===== config.mk =====
export PLATFORM = sky130hd
export DESIGN_NAME = axis_frame_tlast_gen
export DESIGN_NICKNAME = d
export VERILOG_FILES = /design/src/rtl/axis_frame_tlast_gen.sv
export SDC_FILE = /design/constraint.sdc
export NUM_CORES = 1
export LEC_CHECK = 0
export ABC_AREA = 1
export BUFFER_PORTS_ARGS = -buffer_cell sky130_fd_sc_hd__buf_4
export CORE_UTILIZATION = 56
export DETAILED_ROUTE_END_ITERATION = 6
export GPL_ROUTABILITY_DRIVEN = 0
export PLACE_DENSITY = 0.87
export SETUP_SLACK_MARGIN = 0.15
export SLEW_MARGIN = 20
export SYNTH_ARGS = -nofsm -noshare
export SYNTH_HDL_FRONTEND = slang
export SYNTH_SLANG_ARGS = --single-unit

===== constraint.sdc =====
create_clock -name clk -period 3.6 [get_ports clk]
set_clock_uncertainty 0.2 [all_clocks]
set_input_delay 0.72 -clock clk [delete_from_list [all_inputs] [get_ports clk]]
set_output_delay 0.72 -clock clk [all_outputs]
set_load 0.05 [all_outputs]

===== src/rtl/axis_frame_tlast_gen.sv =====
// Frames a tlast-less AXI-Stream input into fixed-length frames and tags the last beat.
// The output is a two-entry skid buffer with a registered input-side ready.
module axis_frame_tlast_gen #(
    parameter int unsigned DATA_WIDTH = 64,
    parameter int unsigned LEN_WIDTH  = 16
) (
    input  logic                  clk,
    input  logic                  rst_n,
    input  logic                  enable,
    input  logic [LEN_WIDTH-1:0]  frame_len,
    output logic                  s_axis_tready,
    input  logic [DATA_WIDTH-1:0] s_axis_tdata,
    input  logic                  s_axis_tvalid,
    input  logic                  m_axis_tready,
    output logic [DATA_WIDTH-1:0] m_axis_tdata,
    output logic                  m_axis_tlast,
    output logic                  m_axis_tvalid,
    output logic                  busy,
    output logic [31:0]           frame_count
);

    typedef enum logic {StIdle, StRun} state_e;

    state_e                  state_q, state_d;
    logic [LEN_WIDTH-1:0]    len_q, len_d;
    logic [LEN_WIDTH-1:0]    beat_q, beat_d;
    logic [LEN_WIDTH-1:0]    len_eff;
    logic                    ready_q, ready_d;
    logic                    out_valid_q, out_valid_d;
    logic [DATA_WIDTH-1:0]   out_data_q, out_data_d;
    logic                    out_last_q, out_last_d;
    logic                    skid_valid_q, skid_valid_d;
    logic [DATA_WIDTH-1:0]   skid_data_q, skid_data_d;
    logic                    skid_last_q, skid_last_d;
    logic [31:0]             frame_count_q, frame_count_d;
    logic                    in_fire, out_fire, in_last;

    assign in_fire  = s_axis_tvalid && ready_q;
    assign out_fire = out_valid_q && m_axis_tready;
    // A zero length is treated as a single-beat frame.
    assign len_eff  = (len_q == '0) ? LEN_WIDTH'(1) : len_q;
    assign in_last  = (beat_q == len_eff - LEN_WIDTH'(1));

    always_comb begin
        state_d = state_q;
        len_d   = len_q;
        beat_d  = beat_q;
        unique case (state_q)
            StIdle: begin
                if (enable) begin
                    state_d = StRun;
                    len_d   = frame_len;
                    beat_d  = '0;
                end
            end
            StRun: begin
                if (in_fire) begin
                    if (in_last) begin
                        if (enable) begin
                            len_d  = frame_len;
                            beat_d = '0;
                        end else begin
                            state_d = StIdle;
                        end
                    end else begin
                        beat_d = beat_q + LEN_WIDTH'(1);
                    end
                end
            end
        endcase
    end

    // Ready only ever admits a beat while the skid entry is empty, so an accepted
    // beat goes to the output register when it frees up, otherwise into the skid.
    always_comb begin
        out_valid_d   = out_valid_q;
        out_data_d    = out_data_q;
        out_last_d    = out_last_q;
        skid_valid_d  = skid_valid_q;
        skid_data_d   = skid_data_q;
        skid_last_d   = skid_last_q;
        frame_count_d = frame_count_q;
        if (out_fire) begin
            out_valid_d = 1'b0;
            if (out_last_q) begin
                frame_count_d = frame_count_q + 32'd1;
            end
        end
        if (out_fire || !out_valid_q) begin
            if (skid_valid_q) begin
                out_valid_d  = 1'b1;
                out_data_d   = skid_data_q;
                out_last_d   = skid_last_q;
                skid_valid_d = 1'b0;
            end else if (in_fire) begin
                out_valid_d = 1'b1;
                out_data_d  = s_axis_tdata;
                out_last_d  = in_last;
            end
        end else if (in_fire) begin
            skid_valid_d = 1'b1;
            skid_data_d  = s_axis_tdata;
            skid_last_d  = in_last;
        end
        ready_d = (state_d == StRun) && !skid_valid_d;
    end

    always_ff @(posedge clk or negedge rst_n) begin
        if (!rst_n) begin
            state_q       <= StIdle;
            len_q         <= '0;
            beat_q        <= '0;
            ready_q       <= 1'b0;
            out_valid_q   <= 1'b0;
            out_data_q    <= '0;
            out_last_q    <= 1'b0;
            skid_valid_q  <= 1'b0;
            skid_data_q   <= '0;
            skid_last_q   <= 1'b0;
            frame_count_q <= '0;
        end else begin
            state_q       <= state_d;
            len_q         <= len_d;
            beat_q        <= beat_d;
            ready_q       <= ready_d;
            out_valid_q   <= out_valid_d;
            out_data_q    <= out_data_d;
            out_last_q    <= out_last_d;
            skid_valid_q  <= skid_valid_d;
            skid_data_q   <= skid_data_d;
            skid_last_q   <= skid_last_d;
            frame_count_q <= frame_count_d;
        end
    end

    assign s_axis_tready = ready_q;
    assign m_axis_tvalid = out_valid_q;
    assign m_axis_tdata  = out_data_q;
    assign m_axis_tlast  = out_last_q;
    assign busy          = (state_q == StRun);
    assign frame_count   = frame_count_q;

endmodule


# After elaboration in Yosys (flattened, before gate mapping)
# Cells that the tools add are included.
dict set report totals {
  latchBits 0
  mem_bits_rw 0
  ff_bits 198
  romBits 0
  input_bits 85
  mem_count 0
  out_inout_bits 100
  elab_cells 54
}
dict set report op_classes {
  n_mul 0
  n_addsub 3
  bitwise 2
  reduce_logical 12
  n_lt_le_gt_ge 0
  shifts 0
  eq_ne 3
  n_mux 23
  div_mod_pow 0
}
# op n
set op_table {}
lappend op_table {{$mux 64} 2}
lappend op_table {{$mux 16} 7}
lappend op_table {{$pmux 16 s2} 2}
lappend op_table {{$add 32x1->32 const B} 1}
lappend op_table {{$add 16x1->16 const B} 1}
lappend op_table {{$eq 16x16->1} 1}
lappend op_table {{$logic_not 16->1} 1}
lappend op_table {{$sub 16x1->16 const B} 1}
lappend op_table {{$mux 1} 11}
lappend op_table {{$reduce_and 2->1} 4}
lappend op_table {{$ne 2x1->1 const B} 2}
lappend op_table {{$logic_and 1x1->1} 3}
lappend op_table {{$logic_not 1->1} 2}
lappend op_table {{$not 1->1} 2}
lappend op_table {{$pmux 1 s2} 1}
lappend op_table {{$reduce_bool 2->1} 1}
lappend op_table {{$logic_or 1x1->1} 1}

# Depth between registers and ports, before layout
# Gate-level depths: netlist of run 1.
dict set report logic_depth {
  depth_word 8
  mapped_depth 24
  ltp_nobuf 23
}

# Worst setup path before layout of run 1
# No wires, ideal clock.
dict set report synth_timing {
  path_kind {reg-to-reg}
  from {register len_q[4]}
  to {register beat_q[9]}
  n_path_buf 2
  period_less_slack_ns 2.684
  path_stages_with_launch 24
  arrival_time_ns 2.367
  path_slack_ns 0.916
  setup_ns 0.117
  t_required_ns 3.283
  cell_sequence {dfrtp_1 -> nor2_4 -> nand2_4 -> nor2_4 -> nand2_4 -> nand2_1 -> inv_1 -> ha_1 -> nand2_2 -> inv_2 -> nand2_1 -> nand2_1 -> nand3_1 -> nand2_1 -> a21oi_2 -> nand2_1 -> nor2_2 -> nand3_2 -> buf_6 -> buf_8 -> nand2_2 -> o21ai_2 -> nand2_1 -> nand2_1}
}
dict set report synth_via {
  elab_chain_len 7
}
# item line
set synth_lines {}
lappend synth_lines {{start: declaration} 25} ;# logic [LEN_WIDTH-1:0] len_q, len_d;
lappend synth_lines {{start signal: assignment} 123} ;# len_q <= len_d;
lappend synth_lines {{$logic_not 16->1} 41} ;# assign len_eff = (len_q == '0) ? LEN_WIDTH'(1) : len_q;
lappend synth_lines {{$mux 16 (*)} 41}
lappend synth_lines {{$sub 16x1->16 (*)} 42} ;# assign in_last = (beat_q == len_eff - LEN_WIDTH'(1));
lappend synth_lines {{$eq 16x16->1 (*)} 42}
lappend synth_lines {{$mux 16 (*)} 58} ;# if (in_last) begin
lappend synth_lines {{$mux 16 (*)} 57} ;# if (in_fire) begin
lappend synth_lines {{$pmux 16 s2 (*)} 48} ;# unique case (state_q)
lappend synth_lines {{end signal: assignment} 124} ;# beat_q <= beat_d;
lappend synth_lines {{end: declaration} 26} ;# logic [LEN_WIDTH-1:0] beat_q, beat_d;
# Every way passes the cells marked *; elsewhere a longest branch is shown, timed or not. The select of a mux whose other input is x is not followed.
# A chain may end at the register's enable or synchronous reset.

# Final worst setup path of run 1
dict set report layout_timing {
  from {register len_q[4]}
  to {register beat_q[0]}
}
# The elaborated chain is that of the path after synthesis.

==> impl_metrics.toml, run 1 <==
[global_route]
grt_pass1_wl_mm = 38.1
grtUsageTotal = 0.270
antenna_found_initial = 0
overflow = 0
grt_pass1_vias = 7983
grt_start_max_net_pins = 91

[synth]
synth_area_um2 = 9680
synth_cell_type_count = 40
seq_area_frac_synth = 0.512
ys_seq_elements = 198
synth_fp_nets = 1164
avgSynthCellArea_um2 = 9.00
yosys_warnings = 0
synthCells = 1076

[cells_and_area]
finalInstanceArea_um2 = 11800
multiInputGateArea_um2 = 4190
diodes = 0
mostFrequentLayoutCells = "nand2_1 (315), dfrtp_1 (197), buf_4 (189)"
syn2layout_area_growth_pct = 21.6
drive_gt1_frac = 0.285
final_common_cell = "nand2_1"
nets = 1322
regArea_um2 = 4960
n_fill_cell = 1255

[timing]
period_needed_ns = 3.17
finalSetupViolCount = 0
hold_viol = 0
whs_ns = 0.108
clock.fmax_mhz = 315
fin_crit_sh = 0.881
max_slew_margin = 0.486
rsz0062_at_grt = "yes"
fin_setup_tns_ns = 0
slew_viol_final = 0
max_slew.worst_pin.slew_ns = 0.771

[clock_tree]
cts_setup_buffers = 0
cts-hold-fix-buffers = 0
clk_pin_slew_ns = 0.08
h-tree-depth = 4
cts_root_buf = "clkbuf_16"
cts_tree = "done"
numCtsBuffers = 17
insertion_delay_ns = 0.44
clkSinkCount = 198
clock_path_buffers = 2

[placement]
portBuffers = 184
place_area_um2 = 11200
dp_hpwl_mm = 15.9

[worst_setup_path]
r2r_start = "len_q[4]"
crit_required_ns = 3.73
crit_arrival_ns = 3.31
worstSetupStartpointType = "flop"
endpoint_kind = "flop"
reg2reg_slack_ns = 0.43
critPathMaxFanout = 20
critPathLaunch = "len_q[4]"
crit_type = "reg2reg"

[route]
drt_wl_total_mm = 22.9
vias_per_cell = 5.42
post_drt_wl_per_cell_um = 15.6
firstDrtPassIters = 5
vias = 7953
drcViolationCount = 0
detail-route-antenna-nets = 0
first_iter_violations = 438

[floorplanning]
die_x_um = 133
rows = 47
ioPinCount = 185
floorplan.die_area_um2 = 17800
die_h_um = 133
start_util = 0.580
core_region_area_um2 = 16700

[hold_path]
min_path_type = "in2async"

[job]
drv_cap = 0

[power]
power_per_cell_area_nw_per_um2 = 777
ir_worst_vdd_v = 0.000528
p_leak_nw = 5.79

[status]
outcome = "complete, no violations"
## synthesized netlist by cell type
cell      count  area (µm²)
dfrtp_1     198        4950
nor2_1      107         402
nand3_2       8        80.1
ha_1          3        37.5
buf_1         1        3.75
nand3b_1      3        22.5
o21bai_1      1        7.51
buf_6         4        45.0
a21oi_2       1        8.76
a21oi_1       7        35.0
nand3_4       1        17.5
nand2_4       2        22.5
o22ai_1       1        6.26
nor3_2        1        10.0
buf_8         3        45.0
nand3_1      40         200
clkbuf_1     42         158
nand4_1      26         163
a31oi_1      65         407
nor3_1        5        25.0
mux2_2       64         721
nor4_1        1        6.26
inv_1        64         240
nand2_2      11        68.8
o21ai_1       3        15.0
nor2_2        8        50.1
inv_2         6        22.5
or2_2         1        6.26
nand2_1     316        1190
o21ba_2       1        10.0
nor3b_1       1        7.51
nand4_2       3        37.5
o21ai_2      13         114
xor2_1       32         280
buf_2         4        20.0
nor2_4        6        67.6
buf_4         1        7.51
xnor2_1      16         140
o21ai_0       5        25.0
clkinv_1      1        3.75
## repair_timing
item	in CTS	in global routing
setup endpoints to repair	0	17
resized for setup	0	1
endpoints found under the hold margin	0	0
## sequential cells by signal, summed over array words and instances (netlist names), 16 cells and up
signal / count
beat_q: 16
skid_data_q: 64
frame_count: 32
len_q: 16
m_axis_tdata: 64
## per-stage QoR
step                      cells  utilization  total power [mW]  setup WS, ns
after detailed placement   1435        0.670              7.28         0.337
after global placement     1435        0.670              7.13         0.416
after global routing       1467        0.705              9.69         0.117
after floorplan            1076            -              6.21         0.916
after CTS                  1467        0.705              9.14         0.318
final                      1467        0.705              9.15         0.428
## power breakdown
group / internal [mW] / total [mW] / switching (mW)
sequential: 2.78 / 3.17 / 0.394
combinational: 1.42 / 4.12 / 2.70
clock: 0.923 / 1.86 / 0.936
## worst max-delay path: stages, from the launching register on
cell and delay, ns:
dfrtp_1 0.47, nor2_4 0.08, nand2_4 0.10, nor2_4 0.05
nand2_4 0.14, nand2_1 0.09, inv_1 0.06, ha_1 0.19
nand2_2 0.11, nor2_4 0.19, nand2_1 0.08, nand2_1 0.09
nand2_1 0.07, nand2_1 0.06, nand2_1 0.05, clkinv_1 0.05
nand3_1 0.06, nor2_1 0.15, nand3_2 0.11, nand2_4 0.21
nand3_4 0.23, nand2_1 0.16, inv_2 0.04
## cell families (layout without fill, tap and decap cells)
family / after synthesis / after routing / synth area share
buffers and inverters: 126 / 297 / 0.0564
XOR/XNOR: 48 / 48 / 0.0434
AO/OA/AOI/OAI: 97 / 97 / 0.0649
AND/OR/NAND/NOR: 540 / 540 / 0.245
flip-flops: 198 / 198 / 0.512
adder cells (fa/ha/maj): 3 / 3 / 0.00388
multiplexers: 64 / 64 / 0.0745
## area by class of cell
cell class	count	share of cell area
multi-input cells	752	0.356
clock inverters	14	0.0123
clock buffers	18	0.0365
well taps	220	0.0234
flip-flops and latches	198	0.421
repair buffers	194	0.128
inverters	71	0.0227
## routing by layer
layer	vias up	track usage	part of all wire
met3	43	0.0830	0.067
li1	3822	-	-
met1	3871	0.320	0.40
met4	0	0.0878	0.022
met2	217	0.467	0.51
met5	-	0	0
## path summary, 6_finish.rpt
path,end,cells after the start
min,m_axis_tdata[21],1
max in group asynchronous,skid_valid_q,2
max reg2reg,beat_q[0],22
min in group clk,frame_count[31],1
min reg2reg,frame_count[31],1
max,beat_q[0],22
Power figures use the tool's default switching activity.
==> inputs of run 2 (changes only) <==
- MAX_ROUTING_LAYER: not set -> met4
==> impl_metrics.toml, run 2 (same netlist as run 1, synthesis figures left out) <==
[route]
vias_per_cell = 5.41
drcViolationCount = 0
vias = 7935
first_iter_violations = 471
post_drt_wl_per_cell_um = 15.6
detail-route-antenna-nets = 0
firstDrtPassIters = 5
drt_wl_total_mm = 22.9

[clock_tree]
numCtsBuffers = 17
h-tree-depth = 4
clk_pin_slew_ns = 0.08
cts_setup_buffers = 0
clkSinkCount = 198
cts_tree = "done"
clock_path_buffers = 2
cts_root_buf = "clkbuf_16"
insertion_delay_ns = 0.44

[placement]
dp_hpwl_mm = 15.9
dp_slack_ns = 0.337
placed_cells = 1435
portBuffers = 184
place_area_um2 = 11200

[cells_and_area]
mostFrequentLayoutCells = "nand2_1 (315), dfrtp_1 (197), buf_4 (189)"
n_fill_cell = 1255
diodes = 0
finalInstanceArea_um2 = 11800
syn2layout_area_growth_pct = 21.6
drive_gt1_frac = 0.285
nets = 1322
final_cells = 1467
final_common_cell = "nand2_1"
multiInputGateArea_um2 = 4190
regArea_um2 = 4960

[timing]
clock.fmax_mhz = 316
whs_ns = 0.115
max_slew.worst_pin.slew_ns = 0.768
hold_viol = 0
finalWorstSetupSlack_ns = 0.437
finalSetupViolCount = 0
period_needed_ns = 3.16
rsz0062_at_grt = "yes"
slew_viol_final = 0
fin_crit_sh = 0.879
fin_setup_tns_ns = 0
max_slew_margin = 0.488

[worst_setup_path]
crit_top_cell = "nand2_1"
crit_family = "simple AND/OR/NAND/NOR gates"
crit_type = "reg2reg"
cpMaxStageDelayCell = "dfrtp_1"
endpoint_kind = "flop"
crit_arrival_ns = 3.29
crit_required_ns = 3.73
crit_path_max_incr_delay_ns = 0.48
path_cells = "nor2_4 > nand2_4 > nor2_4 > nand2_4 > nand2_1 > inv_1 > ha_1 > nand2_2 > nor2_4 > nand2_1 > nand2_1 > nand2_1 > nand2_1 > nand2_1 > clkinv_1 > nand3_1 > nor2_1 > nand3_2 > nand2_4 > nand3_4 > nand2_1 > inv_2"
crit_buf_inv = 3
critPathMaxFanout = 20
worstSetupStartpointType = "flop"

[power]
switching_share = 0.440
power_per_cell_area_nw_per_um2 = 777
p_seq_frac = 0.347
p_switching_mw = 4.02
p_leak_nw = 5.79
p_int_mw = 5.12
comb_power_share = 0.451
p_clk_frac = 0.202
ir_worst_vdd_v = 0.000528

[floorplanning]
rows = 47
die_h_um = 133
floorplan.die_area_um2 = 17800
die_x_um = 133
core_region_area_um2 = 16700
ioPinCount = 185
start_util = 0.580

[global_route]
top_usage_layer = "met2"
antenna_found_initial = 0
grt_use_met1 = 0.325
met3_usage = 0.0818
grt_pass1_vias = 7995
overflow = 0
grt_start_max_net_pins = 91
grt_pass1_wl_mm = 38.1
grt_use_met2 = 0.467
grtUsageTotal = 0.279

[hold_path]
min_path_type = "in2async"

[job]
drv_cap = 0

[status]
outcome = "complete, no violations"
run 2: cell counts in the layout (fill, tap and decap cells not counted):
No cell type changed its count.
run 2: metrics by stage:
stage | util | total power, mW
2_1_floorplan | - | 6.21
3_3_place_gp | 0.670 | 7.13
3_5_place_dp | 0.670 | 7.28
4_1_cts | 0.705 | 9.14
5_1_grt | 0.705 | 9.69
6_report | 0.705 | 9.15
run 2: repair_timing:
| action | CTS | global route |
|---|---|---|
| hold buffers | 0 | 0 |
| setup endpoints to repair | 0 | 17 |
| gates resized for setup | 0 | 1 |
run 2: layer usage:
| layer | up-vias | share of wire |
|---|---|---|
| met4 | 0 | 0.018 |
| met5 | - | 0 |
| li1 | 3820 | - |
| met3 | 36 | 0.064 |
| met2 | 219 | 0.51 |
| met1 | 3860 | 0.41 |
run 2: final timing paths:
| kind | endpoint | cells after the start | start | slack, ns |
|---|---|---|---|---|
| max | beat_q[0] | 22 | len_q[4] | 0.44 |
| min | m_axis_tdata[21] | 1 | rst_n | 0.11 |
| max reg2reg | beat_q[0] | 22 | len_q[4] | 0.44 |
| min reg2reg | frame_count[31] | 1 | frame_count[31] | 0.28 |
| max in group asynchronous | skid_valid_q | 2 | rst_n | 2.27 |
| min in group clk | frame_count[31] | 1 | frame_count[31] | 0.28 |
run 2: area by class of cell:
| cell class | count | share of cell area |
|---|---|---|
| Multi-Input combinational cell | 752 | 0.356 |
| Sequential cell | 198 | 0.421 |
| Inverter | 71 | 0.0227 |
| Tap cell | 220 | 0.0234 |
| Timing Repair Buffer | 194 | 0.128 |
| Clock buffer | 18 | 0.0365 |
| Clock inverter | 14 | 0.0123 |
run 2: power by group through the flow:
stage	logic (mW)	clock network [mW]	registers, mW
floorplan	2.12	0	4.09
CTS	4.10	1.88	3.16
global placement	3.97	0	3.16
finish	4.12	1.85	3.18
detailed placement	4.08	0	3.20
global route	4.48	1.97	3.24
